<file path="src/rtl/mult_pkg.sv">
// Shared definitions for the sequential shift-add multiplier:
// FSM state encoding and the default operand width.
package mult_pkg;

    localparam int DEFAULT_WIDTH = 32;

    typedef enum logic [1:0] {
        ST_IDLE = 2'd0,
        ST_CALC = 2'd1,
        ST_FIN  = 2'd2
    } mult_state_e;

endpackage

</file>
<file path="src/rtl/mult_step.sv">
// One combinational shift-add iteration of the multiplier.
// The carry out of the upper-half add becomes the new accumulator MSB.
module mult_step
    import mult_pkg::*;
#(
    parameter int WIDTH = DEFAULT_WIDTH
) (
    input  logic [2*WIDTH-1:0] acc_i,
    input  logic [WIDTH-1:0]   mag_a_i,
    output logic [2*WIDTH-1:0] acc_o
);

    logic [WIDTH:0] addend;
    logic [WIDTH:0] sum;

    always_comb begin
        addend = acc_i[0] ? {1'b0, mag_a_i} : '0;
        sum    = {1'b0, acc_i[2*WIDTH-1:WIDTH]} + addend;
        acc_o  = {sum, acc_i[WIDTH-1:1]};
    end

endmodule

</file>
<file path="src/rtl/seq_multiplier.sv">
// Sequential WIDTH x WIDTH multiplier, signed or unsigned, on a magnitude
// shift-add datapath. One result every WIDTH+2 cycles.
//
// state   | meaning
// IDLE    | waiting for start; operands captured on accept
// CALC    | WIDTH shift-add steps, one per clock
// FIN     | sign fix-up, product register load, done pulse
module seq_multiplier
    import mult_pkg::*;
#(
    parameter int WIDTH = DEFAULT_WIDTH
) (
    input  logic               clk,
    input  logic               Reset,
    input  logic               start,
    input  logic               signed_mode,
    input  logic [WIDTH-1:0]   multiplicand,
    input  logic [WIDTH-1:0]   multiplier,
    output logic               busy,
    output logic               done,
    output logic [2*WIDTH-1:0] product
);

    localparam int CW = $clog2(WIDTH);
    localparam logic [CW-1:0] LAST_STEP = CW'(WIDTH - 1);
    localparam logic [2*WIDTH-1:0] ONE = {{(2*WIDTH-1){1'b0}}, 1'b1};

    mult_state_e          state_q, state_d;
    logic [2*WIDTH-1:0]   acc_q, acc_d;
    logic [WIDTH-1:0]     mag_a_q, mag_a_d;
    logic [CW-1:0]        cnt_q, cnt_d;
    logic                 neg_q, neg_d;
    logic [2*WIDTH-1:0]   product_q, product_d;
    logic                 done_q, done_d;

    logic [WIDTH-1:0]     mag_a_in, mag_b_in;
    logic [2*WIDTH-1:0]   acc_step;

    mult_step #(.WIDTH(WIDTH)) u_step (
        .acc_i   (acc_q),
        .mag_a_i (mag_a_q),
        .acc_o   (acc_step)
    );

    // -2^(WIDTH-1) negates to itself, which read unsigned is the right magnitude.
    always_comb begin
        mag_a_in = (signed_mode && multiplicand[WIDTH-1]) ? -multiplicand : multiplicand;
        mag_b_in = (signed_mode && multiplier[WIDTH-1])   ? -multiplier   : multiplier;
    end

    always_comb begin
        state_d   = state_q;
        acc_d     = acc_q;
        mag_a_d   = mag_a_q;
        cnt_d     = cnt_q;
        neg_d     = neg_q;
        product_d = product_q;
        done_d    = 1'b0;

        case (state_q)
            ST_IDLE: begin
                if (start) begin
                    mag_a_d = mag_a_in;
                    acc_d   = {{WIDTH{1'b0}}, mag_b_in};
                    cnt_d   = '0;
                    neg_d   = signed_mode & (multiplicand[WIDTH-1] ^ multiplier[WIDTH-1]);
                    state_d = ST_CALC;
                end
            end
            ST_CALC: begin
                acc_d = acc_step;
                if (cnt_q == LAST_STEP) begin
                    state_d = ST_FIN;
                end else begin
                    cnt_d = cnt_q + CW'(1);
                end
            end
            ST_FIN: begin
                product_d = neg_q ? (~acc_q + ONE) : acc_q;
                done_d    = 1'b1;
                state_d   = ST_IDLE;
            end
            default: state_d = ST_IDLE;
        endcase
    end

    always_ff @(posedge clk or posedge Reset) begin
        if (Reset) begin
            state_q   <= ST_IDLE;
            acc_q     <= '0;
            mag_a_q   <= '0;
            cnt_q     <= '0;
            neg_q     <= 1'b0;
            product_q <= '0;
            done_q    <= 1'b0;
        end else begin
            state_q   <= state_d;
            acc_q     <= acc_d;
            mag_a_q   <= mag_a_d;
            cnt_q     <= cnt_d;
            neg_q     <= neg_d;
            product_q <= product_d;
            done_q    <= done_d;
        end
    end

    assign busy    = (state_q != ST_IDLE);
    assign done    = done_q;
    assign product = product_q;

endmodule

</file>
<file path="config.mk">
export PLATFORM = sky130hd
export DESIGN_NAME = seq_multiplier
export DESIGN_NICKNAME = d
export VERILOG_FILES = /design/src/rtl/mult_pkg.sv /design/src/rtl/mult_step.sv /design/src/rtl/seq_multiplier.sv
export SDC_FILE = /design/constraint.sdc
export NUM_CORES = 1
export LEC_CHECK = 0
export BUFFER_PORTS_ARGS = -buffer_cell sky130_fd_sc_hd__buf_2
export CORE_MARGIN = 2
export CORE_UTILIZATION = 53
export DETAILED_ROUTE_END_ITERATION = 12
export PLACE_DENSITY = 0.86
export SYNTH_ARGS = -nofsm -noshare
export SYNTH_HDL_FRONTEND = slang
export SYNTH_HIERARCHICAL = 1
export SYNTH_SLANG_ARGS = --single-unit
</file>
<file path="constraint.sdc">
create_clock -name clk -period 5.7 [get_ports clk]
set_input_delay 0.855 -clock clk [delete_from_list [all_inputs] [get_ports clk]]
set_output_delay 0.855 -clock clk [all_outputs]
set_load 0.05 [all_outputs]
</file>
Yosys cells after proc, flatten, opt, wreduce, memory -nomap -nowiden
Index checks and enable logic that the tools add are counted.
{"block": "totals", "register_bits": 169, "wordCells": 43, "inputBits": 68}
{"block": "classes", "eq_ne": 6, "mux": 13, "n_reduce_logical": 9, "n_addsub": 5, "n_bitwise": 3}
{"operator": "$mux 64", "n": 2}
{"operator": "$pmux 64 s2", "n": 1}
{"operator": "$mux 32", "n": 3}
{"operator": "$add 64x1->64 const B", "n": 1}
{"operator": "$neg 32->32", "n": 2}
{"operator": "$not 64->64", "n": 1}
{"operator": "$add 32x33->33", "n": 1}
{"operator": "$mux 5", "n": 2}
{"operator": "$pmux 5 s2", "n": 1}
{"operator": "$ne 2x2->1 const B", "n": 3}
{"operator": "$reduce_and 2->1", "n": 3}
{"operator": "$add 5x1->5 const B", "n": 1}
{"operator": "$eq 5x5->1 const B", "n": 1}
{"operator": "$mux 2", "n": 2}
{"operator": "$pmux 2 s2", "n": 1}
{"operator": "$reduce_bool 2->1", "n": 2}
{"operator": "$reduce_and 3->1", "n": 1}
{"operator": "$eq 2x1->1 const B", "n": 1}
{"operator": "$eq 2x2->1 const B", "n": 1}
{"operator": "$logic_and 1x1->1", "n": 2}
{"operator": "$logic_not 2->1", "n": 1}
{"operator": "$and 1x1->1", "n": 1}
{"operator": "$mux 1", "n": 1}
{"operator": "$xor 1x1->1", "n": 1}

Depth between registers and ports, before layout
Gate-level depths: netlist (run 1).
{"block": "depth", "word_depth": 4, "depth_mapped": 12, "depth_no_buf": 11}

Modules after synthesis
Netlist (run 1), hierarchy kept.
{"mod": "seq_multiplier", "n_inst": 1, "area_each_um2": 9391.5, "seq_area_each_um2": 4229.1, "cells_each": 1085}
{"mod": "mult_step", "n_inst": 1, "area_each_um2": 2428.6, "seq_area_each_um2": 0.0, "cells_each": 353}

Least setup slack after synthesis (run 1)
Ideal clock, no wire load.
{"block": "synth_path", "kind": "register to register", "start": "register acc_q[0]", "end": "register acc_q[55]", "required_ns": 5.568, "path_stages_with_launch": 12, "setup_time_ns": 0.132, "slack_ns": 2.788, "n_path_buf": 0, "t_arrival_ns": 2.780, "path_cell_list": "dfrtp_1 -> and2_1 -> ha_1 -> fa_1 -> a211oi_2 -> o211ai_2 -> a2111oi_4 -> nor3b_2 -> or4_1 -> o311a_1 -> nand2_1 -> o31ai_1"}
{"block": "synth_between", "elab_chain_len": 3}
{"element": "start: declaration", "line_no": "seq_multiplier.sv:29", "text": "logic [2*WIDTH-1:0] acc_q, acc_d;"}
{"element": "start signal: assignment", "line_no": "seq_multiplier.sv:90", "text": "acc_q <= '0;"}
{"element": "start signal: assignment", "line_no": "seq_multiplier.sv:98", "text": "acc_q <= acc_d;"}
{"element": "$mux 32", "line_no": "mult_step.sv:17", "text": "addend = acc_i[0] ? {1'b0, mag_a_i} : '0;"}
{"element": "$add 32x33->33", "line_no": "mult_step.sv:18", "text": "sum = {1'b0, acc_i[2*WIDTH-1:WIDTH]} + addend;"}
{"element": "net acc_step[55]", "line_no": "seq_multiplier.sv:37", "text": "logic [2*WIDTH-1:0] acc_step;"}
{"element": "$pmux 64 s2", "line_no": "seq_multiplier.sv:60", "text": "case (state_q)"}
The timed path passes the listed nets, and every way through them passes these cells.
A chain may end at the register's enable or synchronous reset.

Worst setup path after layout (run 1)
Ends and elaborated chain as after synthesis.

==> results of run 1 <==
==> metal layers <==
metal / vias to the layer above / share of wire, % / global-route usage [%]
met5: - / 0 / 0
met4: 0 / 2.2 / 8.21
met3: 52 / 7.9 / 3.91
met2: 472 / 43 / 37.6
met1: 4950 / 47 / 38.2
li1: 5126 / - / -
==> stage by stage <==
stage | area [sq um] | hold slack, ns
6_report | 13000 | 0.472
2_1_floorplan | 11800 | 0.438
3_5_place_dp | 12400 | 0.465
4_1_cts | 13000 | 0.479
3_3_place_gp | 12400 | 0.456
5_1_grt | 13000 | 0.499
==> registers in the layout, summed over array words and instances, names as in the netlist <==
register and cells:
mag_a_q 32, cnt_q 5, done 1, product 64
neg_q 1, acc_q 64, state_q 2
==> worst max-delay path: cells and delay by family (launching register included) <==
family          cells  cell delay (ns)
compound gates      5             1.21
fa+ha+maj           2             0.67
simple gates        4             0.97
flops               1             0.65
==> logic make-up after synthesis <==
kind of cell,share of synthesized area (%)
AO/OA/AOI/OAI,19.7
flip-flops,35.8
XOR/XNOR,10.7
buffers and inverters,5.36
adder cells (fa/ha/maj),4.09
AND/OR/NAND/NOR,23.8
multiplexers,0.614
==> worst max path at each step <==
stage / depth (start not counted) / slack (ns) / endpoint
floorplan: 1 / 0.27 / acc_q[0]
global placement: 11 / 2.26 / acc_q[55]
detailed placement: 11 / 2.12 / acc_q[55]
CTS: 11 / 2.09 / acc_q[55]
global route: 11 / 1.82 / acc_q[59]
finish: 11 / 2.06 / acc_q[55]
==> synthesized netlist by cell type, types with 3 or more instances <==
cell	count	share of area, %
nand4_1	10	0.53
nand2b_1	6	0.32
o21ai_1	12	0.51
o311a_1	4	0.34
and2_1	40	2.1
nand2_1	279	8.9
nor2b_1	4	0.21
a21o_1	14	0.89
clkbuf_1	66	2.1
a311oi_1	3	0.22
o41ai_2	7	0.96
dfrtp_1	169	36
xnor2_1	37	2.7
or2_2	15	0.79
a21oi_1	56	2.4
o41ai_1	9	0.67
o211ai_1	5	0.32
xor2_1	107	7.9
buf_4	31	2.0
ha_1	37	3.9
mux2i_1	5	0.42
nor2_1	83	2.6
nor3b_1	3	0.19
or4_1	27	1.7
o21ai_0	166	7.0
nand4b_1	5	0.37
nor4_2	3	0.32
inv_1	21	0.67
nand3_1	23	0.97
or3_1	16	0.85
and3_1	13	0.69
nor4_1	17	0.90
buf_1	6	0.19
a211oi_1	4	0.25
buf_2	8	0.34
nor3_1	14	0.59
o31ai_1	37	2.3
nor4_4	3	0.54
nand3b_1	4	0.25
a31oi_1	23	1.2
==> where the power goes <==
part,internal (mW),switching [mW]
logic,1.50,2.38
clock network,0.786,0.475
registers,1.67,0.712
total,3.96,3.57
==> cell type report <==
type                       instances  area (sq um)  share of cell area (%)
antenna                            1          2.50                  0.0193
tap                              280           350                    2.70
clock buffer                      19           443                    3.41
clock inverter                    10           193                    1.48
multi-input combinational       1136          6980                    53.7
inverter                          21          83.8                   0.645
sequential                       169          4230                    32.5
timing repair buffer             140           718                    5.53
==> run metrics, run 1 <==
critical-path cell list=and2_1 > ha_1 > fa_1 > a211oi_2 > o211ai_2 > a2111oi_4 > nor3b_2 > or4_1 > o311a_1 > nand2_1 > o31ai_1; Fin. Hold Viols=0; crit start category=register; Layout Cells excl Fill=1,776; fraction of registers with async set/reset=100%; largest net degree at the start of global routing=115; Layout fillers=1,881; Critical Path End Type=register; dpl ws=2.12 ns; synthesis-stage register bit count=169; Static Leak=5.79 nW; worst setup margin=2.06 ns; hold path cells=2; Slew headroom=23.6%; Total Neg Setup Slack=0 ns; pwr dens=579 nW/um^2; Netlist Area Pre-Place=11,800 sq um; via/cell ratio=5.97; number of synthesized flops with an enable pin=0; GRT overflow=0; ratio of cells with drive above 1 in the final layout=14.8%; worst hold start=product[37]; hold_buf cts=0; Layout area overhead=9.97%; status=finished, final reports clean; commonest non-fill, non-tap cells in the layout=278 x nand2_1, 168 x dfrtp_1, 166 x o21ai_0; Max-Cap Viols=0; final worst-path cycle share=63.8%; Crit Path Max Fanout=35; initial antenna violation count=1; Max VDD drop=250 uV; Core Region=21,900 sq um; Syn Area/Cell=8.22 sq um; Worst EP arrival=3.94 ns; H-tree depth=4; RD Place Congestion=0.951; CP Class=register to register; DRT Wirelength=30,100 um; cell row count=54; worst setup path start=acc_q[0]; fmax=275 MHz; FF-to-FF path depth=11; Skew-Pair Late Insertion Delay=0.44 ns; WL/cell=16.9 um; crit-path max cell delay=0.65 ns; Hold Path Class=register to register; vias post-DR=10,600; Routed Antenna Nets=0; syn_nets=1,544; yosys warns=6; vias in the first global route=9,698; drt initial violations=1,018; reg-to-reg setup timing slack=2.06 ns; post-cts resize count=0; PortBufs=133; r2r startpoint=acc_q[0]; Synth cell types=75; die area=23,500 sq um; Setup Skew=0.0115 ns; Slew Limit Fails=0; Starting Density=54.0%; commonest non-fill, non-tap cell in the layout=nand2_1; post-DP HPWL=22,400 um; total track usage=25.4%; hold endpoint=product[37]; clock sinks=169; DRC=0; total power=7.53 mW; chip height=153 um; Worst-path clk slew=0.06 ns; Crit path required time=6.00 ns; CTS Buffer Depth=2; post-layout min period=3.64 ns; DR pass1 iterations=8; Worst Tran Pin Value=1.15 ns; Setup Buffers After CTS=0; I/O pin count=134; placed insts=1,746; Cells after Synth=1,438; Main synth FF type=dfrtp_1; chip width=153 um; Setup violations, final=0; RSZ-0062 raised after global routing=false; first-pass GRT wire length=49,200 um; CTS tree=yes; Net count, final=1,591; Root Driver=clkbuf_16; sequential cell area fraction in the yosys report=35.8%; Worst R2R End=acc_q[55]; crit path max-delay cell type=dfrtp_1; final core occ=59.4%; Num CTS Buffers=17
Power figures use the tool's default switching activity.
==> run 2, diff against run 1 <==
Clock period 5.7 ns to 3.2 ns, I/O delays scaled along.
==> run 2 against run 1 <==
  * Count of clock-buffer cells in the layout down 2
  * Flip-flop and latch count unchanged
  * Largest cell class unchanged
  * Sequential power up 73%
  * Combinational power grew 91%
  * Die area unchanged
  * Non-clock buffer count up 27
  * Critical path type unchanged
  * Critical path depth unchanged
  * Largest power group unchanged
  * Power rose by 81%
==> run metrics, run 2 (synthesized netlist as in run 1, its figures left out) <==
Starting Density=54.0%; Routed Antenna Nets=0; vias post-DR=10,874; Skew-Pair Late Insertion Delay=0.44 ns; RD Place Congestion=1.02; crit path max-delay cell type=fa_1; final worst-path cycle share=94.7%; GRT overflow=0; via/cell ratio=6.02; clock sinks=169; ratio of cells with drive above 1 in the final layout=16.5%; post-layout min period=3.03 ns; Worst R2R End=acc_q[55]; DRT Wirelength=31,400 um; crit-path max cell delay=0.46 ns; Slew headroom=21.7%; total track usage=26.6%; WL/cell=17.4 um; post-cts resize count=0; crit start category=register; Crit Path Max Fanout=34; PortBufs=133; CTS tree=yes; combinational share of power=54.4%; DR pass1 iterations=6; CP Class=register to register; Net count, final=1,618; initial antenna violation count=0; critical-path cell list=buf_4 > and2_1 > fa_1 > a211oi_2 > o211ai_2 > a2111oi_4 > nor3b_2 > or4_1 > o311a_1 > nand2_1 > o31ai_1; Worst Tran Pin Value=1.17 ns; RSZ-0062 raised after global routing=false; Max VDD drop=383 uV; vias in the first global route=10,022; switching share of power=48.5%; Critical Path End Type=register; Setup violations, final=0; Worst-path clk slew=0.07 ns; r2r startpoint=acc_q[0]; reg-to-reg setup timing slack=0.17 ns; pwr dens=1030 nW/um^2; Power Internal=7.02 mW; Setup Skew=0.00664 ns; Total Neg Setup Slack=0 ns; sequential share of power=30.2%; largest net degree at the start of global routing=88; die area=23,500 sq um; Hold Path Class=primary input to asynchronous set/reset pin; Fin. Hold Viols=0; P_sw=6.60 mW; Max-Cap Viols=0; chip height=153 um; Clk pwr share=15.4%; commonest non-fill, non-tap cell in the layout=nand2_1; first-pass GRT wire length=51,400 um; Num CTS Buffers=17; CTS Buffer Depth=2; Static Leak=5.92 nW; post-DP HPWL=23,600 um; Root Driver=clkbuf_16; status=finished, final reports clean; Setup Buffers After CTS=0; drt initial violations=992; Crit path required time=3.51 ns; Layout Cells excl Fill=1,805; chip width=153 um; I/O pin count=134; fmax=330 MHz; Layout area overhead=11.7%; placed insts=1,773; antenna cells=0; hold_buf cts=0; Core Region=21,900 sq um; FF-to-FF path depth=11; Slew Limit Fails=0; H-tree depth=4; DRC=0; commonest non-fill, non-tap cells in the layout=278 x nand2_1, 168 x dfrtp_1, 166 x o21ai_0; cell row count=54; Worst EP arrival=3.34 ns
-- run 2: area by class of cell --
type | instances | area [sq um]
fillers | 1887 | 8690
repair buffers | 167 | 971
well taps | 280 | 350
clock inverters | 15 | 164
clock buffers | 17 | 425
flip-flops and latches | 169 | 4230
multi-input cells | 1136 | 6980
inverters | 21 | 82.6
-- run 2: stage by stage --
stage,cell area [sq um],power (mW),setup slack (ns),utilization [%],hold slack (ns)
after floorplan,11800,9.48,0.288,-,0.438
after global placement,12600,11.1,0.209,57.6,0.454
after detailed placement,12600,11.3,0.176,57.6,0.465
after CTS,13200,13.5,0.147,60.3,0.190
after global routing,13200,14.6,0.0253,60.3,0.241
final,13200,13.6,0.169,60.3,0.173
-- run 2: worst max-delay path by stage --
stage / from / to / slack [ns] / depth (start not counted)
floorplan: acc_q[0] / acc_q[55] / 0.29 / 11
global placement: acc_q[0] / acc_q[55] / 0.21 / 11
detailed placement: acc_q[0] / acc_q[55] / 0.18 / 11
CTS: acc_q[0] / acc_q[55] / 0.15 / 11
global route: acc_q[0] / acc_q[55] / 0.03 / 11
finish: acc_q[0] / acc_q[55] / 0.17 / 11
-- run 2: worst max-delay path: cells and delay by family (launching register included) --
kind | cells | cell delay, ns
compound gates | 5 | 1.02
fa+ha+maj | 1 | 0.46
simple gates | 4 | 0.83
buf+inv | 1 | 0.21
flops | 1 | 0.37
-- run 2: power by group through the flow --
stage	Combinational, mW	Clock [mW]	Sequential (mW)
CTS	7.32	2.11	4.06
floorplan	5.32	0	4.15
global route	8.21	2.20	4.21
finish	7.42	2.10	4.11
global placement	7.06	0	4.03
detailed placement	7.24	0	4.08
-- run 2: metal layers --
| layer | up-vias | routed length (um) | GRT usage (%) |
|---|---|---|---|
| met3 | 52 | 2600 | 5.10 |
| met2 | 460 | 13600 | 39.3 |
| met5 | - | 0 | 0 |
| li1 | 5192 | - | - |
| met1 | 5170 | 14700 | 40.3 |
| met4 | 0 | 600 | 6.73 |
